===== src/rtl/apb_req_arbiter.sv =====
// Round-robin arbiter sharing one APB master command port between NUM_REQ requesters.
// Optional WAIT watchdog and ERR port are compiled in with the macro APB_ARB_TIMEOUT_EN.
module apb_req_arbiter #(
    parameter int DATA_WIDTH      = 32,
    parameter int MAIN_ADDR_WIDTH = 32,
    parameter int NUM_REQ         = 4,
    parameter int TIMEOUT_CYCLES  = 255
) (
    input  logic                                    PCLK,
    input  logic                                    PRESET,
    input  logic [NUM_REQ-1:0]                      REQ,
    input  logic [NUM_REQ*MAIN_ADDR_WIDTH-1:0]      REQ_ADDR,
    input  logic [NUM_REQ*DATA_WIDTH-1:0]           REQ_WDATA,
    input  logic [NUM_REQ*(DATA_WIDTH/8)-1:0]       REQ_STRB,
    input  logic [NUM_REQ-1:0]                      REQ_WRITE,
    output logic [NUM_REQ-1:0]                      DONE,
`ifdef APB_ARB_TIMEOUT_EN
    output logic [NUM_REQ-1:0]                      ERR,
`endif
    output logic [DATA_WIDTH-1:0]                   RDATA,
    output logic [$clog2(NUM_REQ)-1:0]              GNT_ID,
    output logic                                    BUSY,
    output logic                                    M_TRANSFER,
    output logic [MAIN_ADDR_WIDTH-1:0]              M_ADDR,
    output logic [DATA_WIDTH-1:0]                   M_WDATA,
    output logic [DATA_WIDTH/8-1:0]                 M_STRB,
    output logic                                    M_WRITE,
    input  logic                                    M_READY,
    input  logic [DATA_WIDTH-1:0]                   M_RDATA
);

    localparam int STRB_WIDTH = DATA_WIDTH / 8;
    localparam int ID_WIDTH   = $clog2(NUM_REQ);

    if (NUM_REQ < 2 || NUM_REQ > 8 || (DATA_WIDTH % 8) != 0 ||
        TIMEOUT_CYCLES < 1 || TIMEOUT_CYCLES > 65535) begin : g_bad_params
        $error("apb_req_arbiter: unsupported parameter set");
    end

    typedef enum logic [1:0] {
        S_IDLE,
        S_ISSUE,
        S_WAIT,
        S_DONE
    } state_e;

    state_e                       state_q, state_d;
    logic [ID_WIDTH-1:0]          ptr_q, ptr_d;
    logic [ID_WIDTH-1:0]          gnt_q, gnt_d;
    logic                         busy_q, busy_d;
    logic                         xfer_q, xfer_d;
    logic [MAIN_ADDR_WIDTH-1:0]   addr_q, addr_d;
    logic [DATA_WIDTH-1:0]        wdata_q, wdata_d;
    logic [STRB_WIDTH-1:0]        strb_q, strb_d;
    logic                         write_q, write_d;
    logic [DATA_WIDTH-1:0]        rdata_q, rdata_d;
    logic [NUM_REQ-1:0]           done_q, done_d;

`ifdef APB_ARB_TIMEOUT_EN
    localparam int TO_W = (TIMEOUT_CYCLES < 256) ? 8 : 16;
    logic [TO_W-1:0]              cnt_q, cnt_d;
    logic [NUM_REQ-1:0]           err_q, err_d;
`endif

    // Round-robin search starting just after the last grantee.
    logic                         found;
    logic [ID_WIDTH-1:0]          winner;
    logic [ID_WIDTH-1:0]          cand;

    always_comb begin
        // NOTE: every variable assigned here gets a default first, so no path can infer a latch.
        found  = 1'b0;
        winner = '0;
        cand   = '0;
        for (int k = 1; k <= NUM_REQ; k++) begin
            cand = ID_WIDTH'((int'(ptr_q) + k) % NUM_REQ);
            if (!found && REQ[cand]) begin
                found  = 1'b1;
                winner = cand;
            end
        end
    end

    always_comb begin
        state_d = state_q;
        ptr_d   = ptr_q;
        gnt_d   = gnt_q;
        busy_d  = busy_q;
        xfer_d  = xfer_q;
        addr_d  = addr_q;
        wdata_d = wdata_q;
        strb_d  = strb_q;
        write_d = write_q;
        rdata_d = rdata_q;
        done_d  = '0;
`ifdef APB_ARB_TIMEOUT_EN
        cnt_d   = cnt_q;
        err_d   = '0;
`endif

        case (state_q)
            S_IDLE: begin
                if (found) begin
                    gnt_d   = winner;
                    ptr_d   = winner;
                    addr_d  = REQ_ADDR[int'(winner)*MAIN_ADDR_WIDTH +: MAIN_ADDR_WIDTH];
                    wdata_d = REQ_WDATA[int'(winner)*DATA_WIDTH +: DATA_WIDTH];
                    strb_d  = REQ_STRB[int'(winner)*STRB_WIDTH +: STRB_WIDTH];
                    write_d = REQ_WRITE[winner];
                    busy_d  = 1'b1;
                    state_d = S_ISSUE;
                end
            end

            S_ISSUE: begin
                xfer_d  = 1'b1;
                state_d = S_WAIT;
`ifdef APB_ARB_TIMEOUT_EN
                cnt_d   = '0;
`endif
            end

            S_WAIT: begin
                // A READY on the timeout edge still counts as a normal completion.
                if (M_READY) begin
                    if (!write_q) begin
                        rdata_d = M_RDATA;
                    end
                    xfer_d         = 1'b0;
                    done_d[gnt_q]  = 1'b1;
                    state_d        = S_DONE;
                end
`ifdef APB_ARB_TIMEOUT_EN
                else if (cnt_q == TO_W'(TIMEOUT_CYCLES - 1)) begin
                    xfer_d         = 1'b0;
                    rdata_d        = '0;
                    done_d[gnt_q]  = 1'b1;
                    err_d[gnt_q]   = 1'b1;
                    state_d        = S_DONE;
                end else begin
                    cnt_d = cnt_q + 1'b1;
                end
`endif
            end

            S_DONE: begin
                busy_d  = 1'b0;
                state_d = S_IDLE;
            end

            default: state_d = S_IDLE;
        endcase
    end

    always_ff @(posedge PCLK) begin
        if (PRESET) begin
            state_q <= S_IDLE;
            ptr_q   <= ID_WIDTH'(NUM_REQ - 1);
            gnt_q   <= '0;
            busy_q  <= 1'b0;
            xfer_q  <= 1'b0;
            addr_q  <= '0;
            wdata_q <= '0;
            strb_q  <= '0;
            write_q <= 1'b0;
            rdata_q <= '0;
            done_q  <= '0;
`ifdef APB_ARB_TIMEOUT_EN
            cnt_q   <= '0;
            err_q   <= '0;
`endif
        end else begin
            state_q <= state_d;
            ptr_q   <= ptr_d;
            gnt_q   <= gnt_d;
            busy_q  <= busy_d;
            xfer_q  <= xfer_d;
            addr_q  <= addr_d;
            wdata_q <= wdata_d;
            strb_q  <= strb_d;
            write_q <= write_d;
            rdata_q <= rdata_d;
            done_q  <= done_d;
`ifdef APB_ARB_TIMEOUT_EN
            cnt_q   <= cnt_d;
            err_q   <= err_d;
`endif
        end
    end

    assign DONE       = done_q;
    assign RDATA      = rdata_q;
    assign GNT_ID     = gnt_q;
    assign BUSY       = busy_q;
    assign M_TRANSFER = xfer_q;
    assign M_ADDR     = addr_q;
    assign M_WDATA    = wdata_q;
    assign M_STRB     = strb_q;
    assign M_WRITE    = write_q;
`ifdef APB_ARB_TIMEOUT_EN
    assign ERR        = err_q;
`endif

endmodule


===== config.mk =====
export PLATFORM = sky130hd
export DESIGN_NAME = apb_req_arbiter
export DESIGN_NICKNAME = d
export VERILOG_FILES = /design/src/rtl/apb_req_arbiter.sv
export SDC_FILE = /design/constraint.sdc
export NUM_CORES = 1
export LEC_CHECK = 0
export ABC_AREA = 1
export ABC_CLOCK_PERIOD_IN_PS = 2700
export CAP_MARGIN = 5
export CORE_MARGIN = 1
export CORE_UTILIZATION = 25
export CTS_BUF_LIST = sky130_fd_sc_hd__clkbuf_4
export DETAILED_ROUTE_END_ITERATION = 10
export GPL_ROUTABILITY_DRIVEN = 0
export RECOVER_POWER = 100
export SLEW_MARGIN = 20
export SYNTH_ARGS = -nofsm -noshare
export SYNTH_HDL_FRONTEND = slang
export SYNTH_SLANG_ARGS = --single-unit

===== constraint.sdc =====
create_clock -name PCLK -period 2.7 [get_ports PCLK]
set_input_delay 0.675 -clock PCLK [delete_from_list [all_inputs] [get_ports PCLK]]
set_output_delay 0.675 -clock PCLK [all_outputs]
set_load 0.05 [all_outputs]

==> results of run 1 <==
==> worst min path at each step <==
stage          startpoint          to  slack, ps  cells past startpoint
2_1_floorplan  state_q[0]  state_q[0]        480                      2
3_3_place_gp   M_TRANSFER  M_TRANSFER        460                      2
3_5_place_dp   M_TRANSFER  M_TRANSFER        460                      2
4_1_cts        M_TRANSFER  M_TRANSFER        490                      2
5_1_grt            PRESET   GNT_ID[1]        510                      3
6_report       M_TRANSFER  M_TRANSFER        470                      2
==> area by class of cell <==
cell class	instances	area, sq um
flip-flops and latches	113	2260
diodes	2	5.00
well taps	384	480
fillers	3057	16400
repair buffers	467	4760
multi-input cells	916	3950
clock inverters	15	165
inverters	159	597
clock buffers	17	128
==> sequential cells by signal, indices dropped and copies added, names as in the netlist <==
signal and flops:
M_ADDR 32, M_WDATA 32, RDATA 32, DONE 4, M_STRB 4, GNT_ID 2, ptr_q 2, state_q 2
BUSY 1, M_TRANSFER 1, M_WRITE 1
==> worst reg2reg max path, delay by kind of cell (launching register included) <==
kind,cells,cell delay [ps]
simple gates,10,1260
buf+inv,3,660
flops,1,390
==> power groups by stage <==
stage	sequential [uW]	combinational, uW	clock (uW)
final	2520	12200	1380
after global routing	2590	13500	1510
after CTS	2540	12700	1440
after detailed placement	2580	12600	0
after global placement	2560	12600	0
after floorplan	4240	6640	0
==> stage by stage <==
stage	setup WS (ps)	instance area, sq um	utilization, %	power, uW
finish	149	12300	43.0	16100
global route	27.9	12300	43.0	17600
CTS	61.2	12400	43.2	16700
detailed placement	-96.3	12100	42.2	15200
global placement	-35.8	12100	42.2	15100
floorplan	724	7300	-	10900
==> cell usage in the layout (no fill, tap or decap), types with 8 or more instances in the layout <==
cell / instances
dfxtp_1: 113
o21ai_1: 29
nor2_1: 289
buf_4: 24
inv_1: 157
dlygate4sd3_1: 107
o21ai_0: 46
nand2_1: 294
inv_8: 8
nand3_1: 231
buf_12: 17
clkbuf_4: 17
clkdlybuf4s50_1: 315
==> logic make-up after synthesis <==
kind of cell    Yosys count
simple gates            825
buf+inv                 249
flops                   113
compound gates           86
fa+ha+maj                 5
==> metal layers <==
| layer | GRT usage [%] | wire, microns | up-vias |
|---|---|---|---|
| met4 | 5.57 | 563 | 2 |
| met2 | 38.0 | 16000 | 353 |
| met3 | 5.67 | 2360 | 35 |
| met5 | 0 | 14 | - |
| met1 | 24.5 | 13000 | 4221 |
| li1 | - | - | 4743 |
==> flow_summary.yaml, run 1 <==
status:
  outcome: "completed"
drt:
  total_wirelength_microns: 32000
  detailedRoute.firstPassIterationCount: 5
  detail_route.iter0.violations: 455
  route.detailed.wl_per_inst_microns: 15.4
  post-route-drc-count: 0
  route.antenna.remaining_nets: 0
  via_per_inst: 4.51
  route.vias.total: 9354
clock_tree:
  cell_chosen_for_the_clock_root: "clkbuf_4"
  numCtsBuffers: 17
  htree_num_levels: 4
  clockBufferDepth: 2
  cts_sinks: 113
  insertion_delay_ps: 570
  hold_buffers: 0
  cts_setup_buffers: 0
  clk_pin_slew_worst_paths_ps: 170
  cts.repair.resized: 0
  tritoncts_clock_tree: "built"
synthesis:
  number_of_flops_mapped_to_enable_cells_by_yosys: 0
  synthesis.yosys.warnings: 0
  synthesis.nets: 1598
  most_repeated_cell_in_the_gate_level_netlist_after_synthesis: "nand2_1"
  netlist_area_sq_um: 7300
  synth.cells.most_frequent: "nand2_1, nor2_1, nand3_1"
  syn-instance-count: 1278
  post-synth-top-area-fraction_pct: 31.0
  synth_compound_gate_area_share_pct: 6.10
  syn-mean-instance-area_sq_um: 5.72
  synth_top_family_by_area: "simple AND/OR/NAND/NOR gates"
  synth-seq-area-share_pct: 31.0
  synth_flop_cell: "dfxtp_1"
  post_synth_and_or_nand_nor_area_fraction_pct: 47.1
  synth.top_cells.by_area: "dfxtp_1, nand3_1, nand2_1, nor2_1, inv_1"
  post_synth_xor_area_fraction_pct: 0
  yosys_register_bits: 113
  yosys-mux-area-fraction_pct: 0
  async_reset_ff_share_pct: 0
  synthAdderAreaFrac_pct: 0.856
  yosysUniqueCellTypes: 26
  synthDominantAreaCellType: "dfxtp_1"
sta:
  rsz_0062_raised_after_global_routing: "no"
  max-slew-margin-rel_pct: 29.2
  setup_clock_skew_after_layout_ps: 38.2
  worst_hold_slack_ps: 475
  hold_violations: 0
  final.min_clock_period_ps: 2550
  max_slew.worst_pin.slew_ps: 1060
  final_min_period_over_clock_period_pct: 94.5
  finalMaxSlewViolations: 0
  final-setup-viol-count: 0
  setup_total_negative_slack_ps: 0
  maxClockFrequency_mhz: 392
global_route:
  initial_antenna_violation_count: 2
  grt_use_total_pct: 21.1
  global_route.overflow_total: 0
  first_global_vias: 9063
  grt_first_pass_wirelength_microns: 49600
  grt_start_max_net_pins: 74
place:
  dpl.cell_count: 2039
  port_buffers: 423
  dp.final_hpwl_microns: 23800
critical_path:
  worstPathCellList: "dlygate4sd3_1"
  crit_cells: 1
  critical_path.slowest_cell: "dlygate4sd3_1"
  worst_r2r_endpoint: "M_ADDR[21]"
  timing.reg2reg.worst_path_depth: 13
  setup.worst_path.end: "M_WDATA[24]"
  timing.critical_path.fanout_max: 2
  worst_path_dominant_cell_family: "buffers and inverters"
  regToRegSetupSlack_ps: 320
  cp-start-kind: "flip-flop"
  critPathCaptureType: "output port"
  critical_path.n_buffers_inverters: 1
  reg2reg_from: "ptr_q[1]"
  cp.required_ps: 2030
  worst_ep_arrival_time_ps: 1880
  worst_setup_sp: "M_WDATA[24]"
  setup.worst_path.class: "flip-flop to output port"
  slowest_delay_ps: 900
floorplanning:
  die_h_microns: 173
  placement_rows: 62
  die_w_microns: 173
  initial_core_util_pct: 25.4
  pin_count: 424
  core_area_sq_um: 28700
  dieArea_sq_um: 29900
power:
  power_frac_clock_pct: 8.5
  internal_power_uw: 6950
  power_density_of_the_placed_cells_nw_per_um2: 1310
  switching_share_pct: 56.9
  max-vdd-ir-drop_v: 0.000682
  netsw_uw: 9170
  logic_gate_share_of_total_power_pct: 75.9
  seq_power_share_pct: 15.6
  static-leakage-power_uw: 0.00630
finish:
  finish.cell_count_without_fillers: 2073
  area_growth_syn_to_layout_pct: 69.0
  drive_gt1_share_pct: 5.04
  final_net_count: 1994
worst_hold_path:
  min-delay-path-class: "flip-flop to flip-flop"
flow_run:
  maxCapViolCount: 0
Power figures use the tool's default switching activity.
==> inputs of run 2 (changes only) <==
==> constraint.sdc (replaced) <==
create_clock -name PCLK -period 2.7 [get_ports PCLK]
set_input_delay 0.675 -clock PCLK [delete_from_list [all_inputs] [get_ports PCLK]]
set_output_delay 0.675 -clock PCLK [all_outputs]
set_load 0.01 [all_outputs]
==> flow_summary.yaml, run 2 (synthesis gave the netlist of run 1 again) <==
sta:
  rsz_0062_raised_after_global_routing: "no"
  final_min_period_over_clock_period_pct: 90.0
  max-slew-margin-rel_pct: 29.2
  max_slew.worst_pin.slew_ps: 1060
  maxClockFrequency_mhz: 411
  setup_clock_skew_after_layout_ps: 38.7
  final.min_clock_period_ps: 2430
  finalMaxSlewViolations: 0
  postLayoutSetupSlackWorst_ps: 270
  final-setup-viol-count: 0
  hold_violations: 0
flow_run:
  maxCapViolCount: 0
critical_path:
  critPathCaptureType: "flip-flop"
  reg2reg_from: "ptr_q[1]"
  worst_ep_arrival_time_ps: 2880
  worst_r2r_endpoint: "M_WDATA[4]"
  timing.critical_path.fanout_max: 20
  cp.required_ps: 3150
  cp-start-kind: "input port"
  setup.worst_path.class: "input port to flip-flop"
  regToRegSetupSlack_ps: 340
  timing.reg2reg.worst_path_depth: 13
clock_tree:
  insertion_delay_ps: 570
  clk_pin_slew_worst_paths_ps: 130
  cts_setup_buffers: 0
  clockBufferDepth: 2
  hold_buffers: 0
  cell_chosen_for_the_clock_root: "clkbuf_4"
  numCtsBuffers: 17
  htree_num_levels: 4
  tritoncts_clock_tree: "built"
  cts_sinks: 113
  cts.repair.resized: 0
finish:
  area_growth_syn_to_layout_pct: 69.4
  layout.cells.most_common_list: "clkdlybuf4s50_1, nand2_1, nor2_1"
  postLayoutCellArea_sq_um: 12400
  area_of_the_multi_input_gates_sq_um: 3960
  finish.cell_count_without_fillers: 2073
  register_area_sq_um: 2260
  fillCellCount: 3059
  final_common_cell: "clkdlybuf4s50_1"
  drive_gt1_share_pct: 5.16
  final_net_count: 1994
floorplanning:
  die_h_microns: 173
  pin_count: 424
  die_w_microns: 173
  core_area_sq_um: 28700
  placement_rows: 62
  dieArea_sq_um: 29900
  initial_core_util_pct: 25.4
power:
  power_density_of_the_placed_cells_nw_per_um2: 1190
  logic_gate_share_of_total_power_pct: 73.5
  internal_power_uw: 6980
  static-leakage-power_uw: 0.00631
  power_frac_clock_pct: 9.4
  max-vdd-ir-drop_v: 0.000683
  switching_share_pct: 52.4
  finalPower_uw: 14700
  seq_power_share_pct: 17.1
  netsw_uw: 7700
place:
  detailedPlace.worstSlack_ps: -96.3
  detailed_place.area_sq_um: 12100
  dp.final_hpwl_microns: 23800
  dpl.cell_count: 2039
  port_buffers: 423
worst_hold_path:
  hold_path_depth: 2
  worstHoldEndpoint: "M_TRANSFER"
  min-delay-path-class: "flip-flop to flip-flop"
  hold_path.startpoint: "M_TRANSFER"
global_route:
  grt_first_pass_wirelength_microns: 49600
  initial_antenna_violation_count: 2
  grt_use_total_pct: 21.1
  global_route.overflow_total: 0
  grt_start_max_net_pins: 74
  first_global_vias: 9063
drt:
  total_wirelength_microns: 32000
  via_per_inst: 4.52
  detailedRoute.firstPassIterationCount: 5
  detail_route.iter0.violations: 505
  route.vias.total: 9367
  post-route-drc-count: 0
  route.detailed.wl_per_inst_microns: 15.4
  route.antenna.remaining_nets: 0
status:
  outcome: "completed"
run 2: changes by cell type in the layout (fill, tap and decap cells not counted), sizes merged:
cell / previous run / this run
buf: 42 / 43
dlygate4sd3: 107 / 109
clkbuf: 20 / 19
clkdlybuf4s50: 315 / 313
run 2: worst max path at each step:
stage,depth (start not counted),endpoint,startpoint,slack (ps)
CTS,1,M_WRITE,M_WRITE,330
detailed placement,14,M_ADDR[21],REQ[1],-100
global route,14,M_ADDR[25],ptr_q[1],150
floorplan,13,M_ADDR[18],REQ[3],730
global placement,14,M_ADDR[25],REQ[0],-40
finish,13,M_WDATA[4],REQ[3],270
run 2: layer usage:
layer / vias up / track usage, % / wire (microns)
met5: - / 0 / 20
met4: 2 / 5.57 / 550
met3: 33 / 5.67 / 2320
met2: 354 / 38.0 / 16000
met1: 4238 / 24.5 / 13100
li1: 4740 / - / -
run 2: through the flow:
| step | hold slack, ps | util, % | setup TNS, ps |
|---|---|---|---|
| after floorplan | 479 | - | 0 |
| after global placement | 459 | 42.2 | -154 |
| after detailed placement | 457 | 42.2 | -605 |
| after CTS | 488 | 43.2 | 0 |
| after global routing | 510 | 43.1 | 0 |
| final | 475 | 43.1 | 0 |
run 2: critical path, cell delays in order:
cell and delay, ps:
clkdlybuf4s50_1 500, nand2_1 80, nand2_1 120, nand2_1 80, nand2_2 110, nor2_8 50
nand3_1 210, nand2_2 90, inv_1 330, nand2_2 190, buf_12 190, o21ai_0 180
nor2_1 60
run 2: area by class of cell:
| class | instances | share of cell area (%) |
|---|---|---|
| repair buffers | 467 | 38.6 |
| multi-input cells | 916 | 32.0 |
| flip-flops and latches | 113 | 18.3 |
| inverters | 159 | 4.82 |
| well taps | 384 | 3.88 |
| clock inverters | 15 | 1.33 |
| clock buffers | 17 | 1.03 |
| diodes | 2 | 0.0404 |
run 2: power by group through the flow:
stage / sequential (uW) / clock, uW / combinational, uW
after global routing: 2590 / 1510 / 12100
after floorplan: 2770 / 0 / 6640
after global placement: 2560 / 0 / 11100
after detailed placement: 2580 / 0 / 11200
after CTS: 2540 / 1440 / 11200
final: 2520 / 1370 / 10800
==> RTL change, RTL diff (flow settings as in run 2) <==
Re-encode `state_e` (4 states) as Gray code, 2 bits wide.
--- a/src/rtl/apb_req_arbiter.sv
+++ b/src/rtl/apb_req_arbiter.sv
@@ -40,6 +40,6 @@
     typedef enum logic [1:0] {
-        S_IDLE,
-        S_ISSUE,
-        S_WAIT,
-        S_DONE
+        S_IDLE  = 2'b00,
+        S_ISSUE = 2'b01,
+        S_WAIT  = 2'b11,
+        S_DONE  = 2'b10
     } state_e;
Behaviour: same outputs for any inputs over 4 cycles, from zero or initial values and one cycle with PRESET high; so few cycles prove little.
==> RTL change against run 2 <==
Wire length decreased by 7.1%; global-route usage decreased by 2.0 points; setup slack improved by 78 ps; power decreased by 16%; utilization decreased by 0.27 points; fmax increased by 3.3%; sequential power decreased by 5%; design area increased by 0.17%; count of clock-buffer cells in the layout unchanged; synthesized area increased by 1.7%; sequential cell count unchanged; combinational power decreased by 21%; first-iteration DRC count decreased by 12%; critical path type is now reg2out; critical endpoint is now M_WRITE; largest cell class unchanged.
==> RTL change: results (changes against run 2) <==
stage	metric	value	unit	change
status	status	finished clean		
power	sequential share of power	19.3	%	+2.2 points
worst_setup_path	slowest CP cell	dlygate4sd3_1		
final_layout	fill count	3043		-0.52%
global_routing	M2 GR Usage	33.27	%	-4.7 points
final_layout	signal buffers share of area	38.02	%	-0.59 points
sta	clock skew	34.88	ps	-3.859 ps
worst_setup_path	Reg2Reg Depth	14		+1
final_layout	ratio of cells with drive above 1 in the final layout	5.294	%	+0.14 points
power	Peak supply drop	0.6660	mV	-2.4%
yosys	syn nets	1587		-0.69%
min_path	worst hold start	BUSY$_SDFFE_PP0P_		
final_layout	nonclk inv count	251		+58%
yosys	Compound-Gate Fraction of Synth Area	10.51	%	+4.4 points
detailed_routing	vias per cell	4.428		-2.0%
clock_network	clk_lat worst skew	540	ps	-30 ps
global_routing	GR Layer Usage met3	5.118	%	-0.55 points
global_routing	gr usage total	19.12	%	-2.0 points
detailed_routing	met2 wire len	14.25	mm	-11%
power	Leak	0.006315	µW	+0.15%
power	Combinational Power	8510	µW	-21%
detailed_routing	DR WL met3	2.510	mm	+8.4%
final_layout	Layout Nets	1983		-0.55%
sta	Slew headroom	43.68	%	+14 points
min_path	WHS Endpoint	BUSY$_SDFFE_PP0P_		
detailed_routing	Top Layer Used	met4		
worst_setup_path	CP Data Arrival Time	1680	ps	-1200 ps
==> RTL change: cell count changes after synthesis, sizes merged, moves of 2 or more <==
cell,run 2,this run
inv,159,251
a21oi,5,3
nand2,299,215
nand4,0,64
ha,5,0
buf,60,64
o21ai,75,145
clkbuf,30,22
nor2,290,279
nand3,232,106
==> RTL change: kinds of logic (layout without fill, tap and decap cells) <==
kind of cell    Yosys count  in the layout
simple gates            669            669
buf+inv                 337            746
compound gates          153            153
flops                   113            113
other cells               0              1
==> RTL change: metrics by stage <==
stage / cell area, µm² / TNS [ps] / instances / worst slack [ps] / total power, µW
2_1_floorplan: 7426 / 0 / 1272 / 724.2 / 8031
3_3_place_gp: 12120 / 0 / 2033 / 15.04 / 11240
3_5_place_dp: 12120 / -11.86 / 2033 / -11.86 / 11290
4_1_cts: 12430 / 0 / 2065 / 302.9 / 12810
5_1_grt: 12390 / 0 / 2066 / 131.0 / 13470
6_report: 12390 / 0 / 2066 / 348.0 / 12350
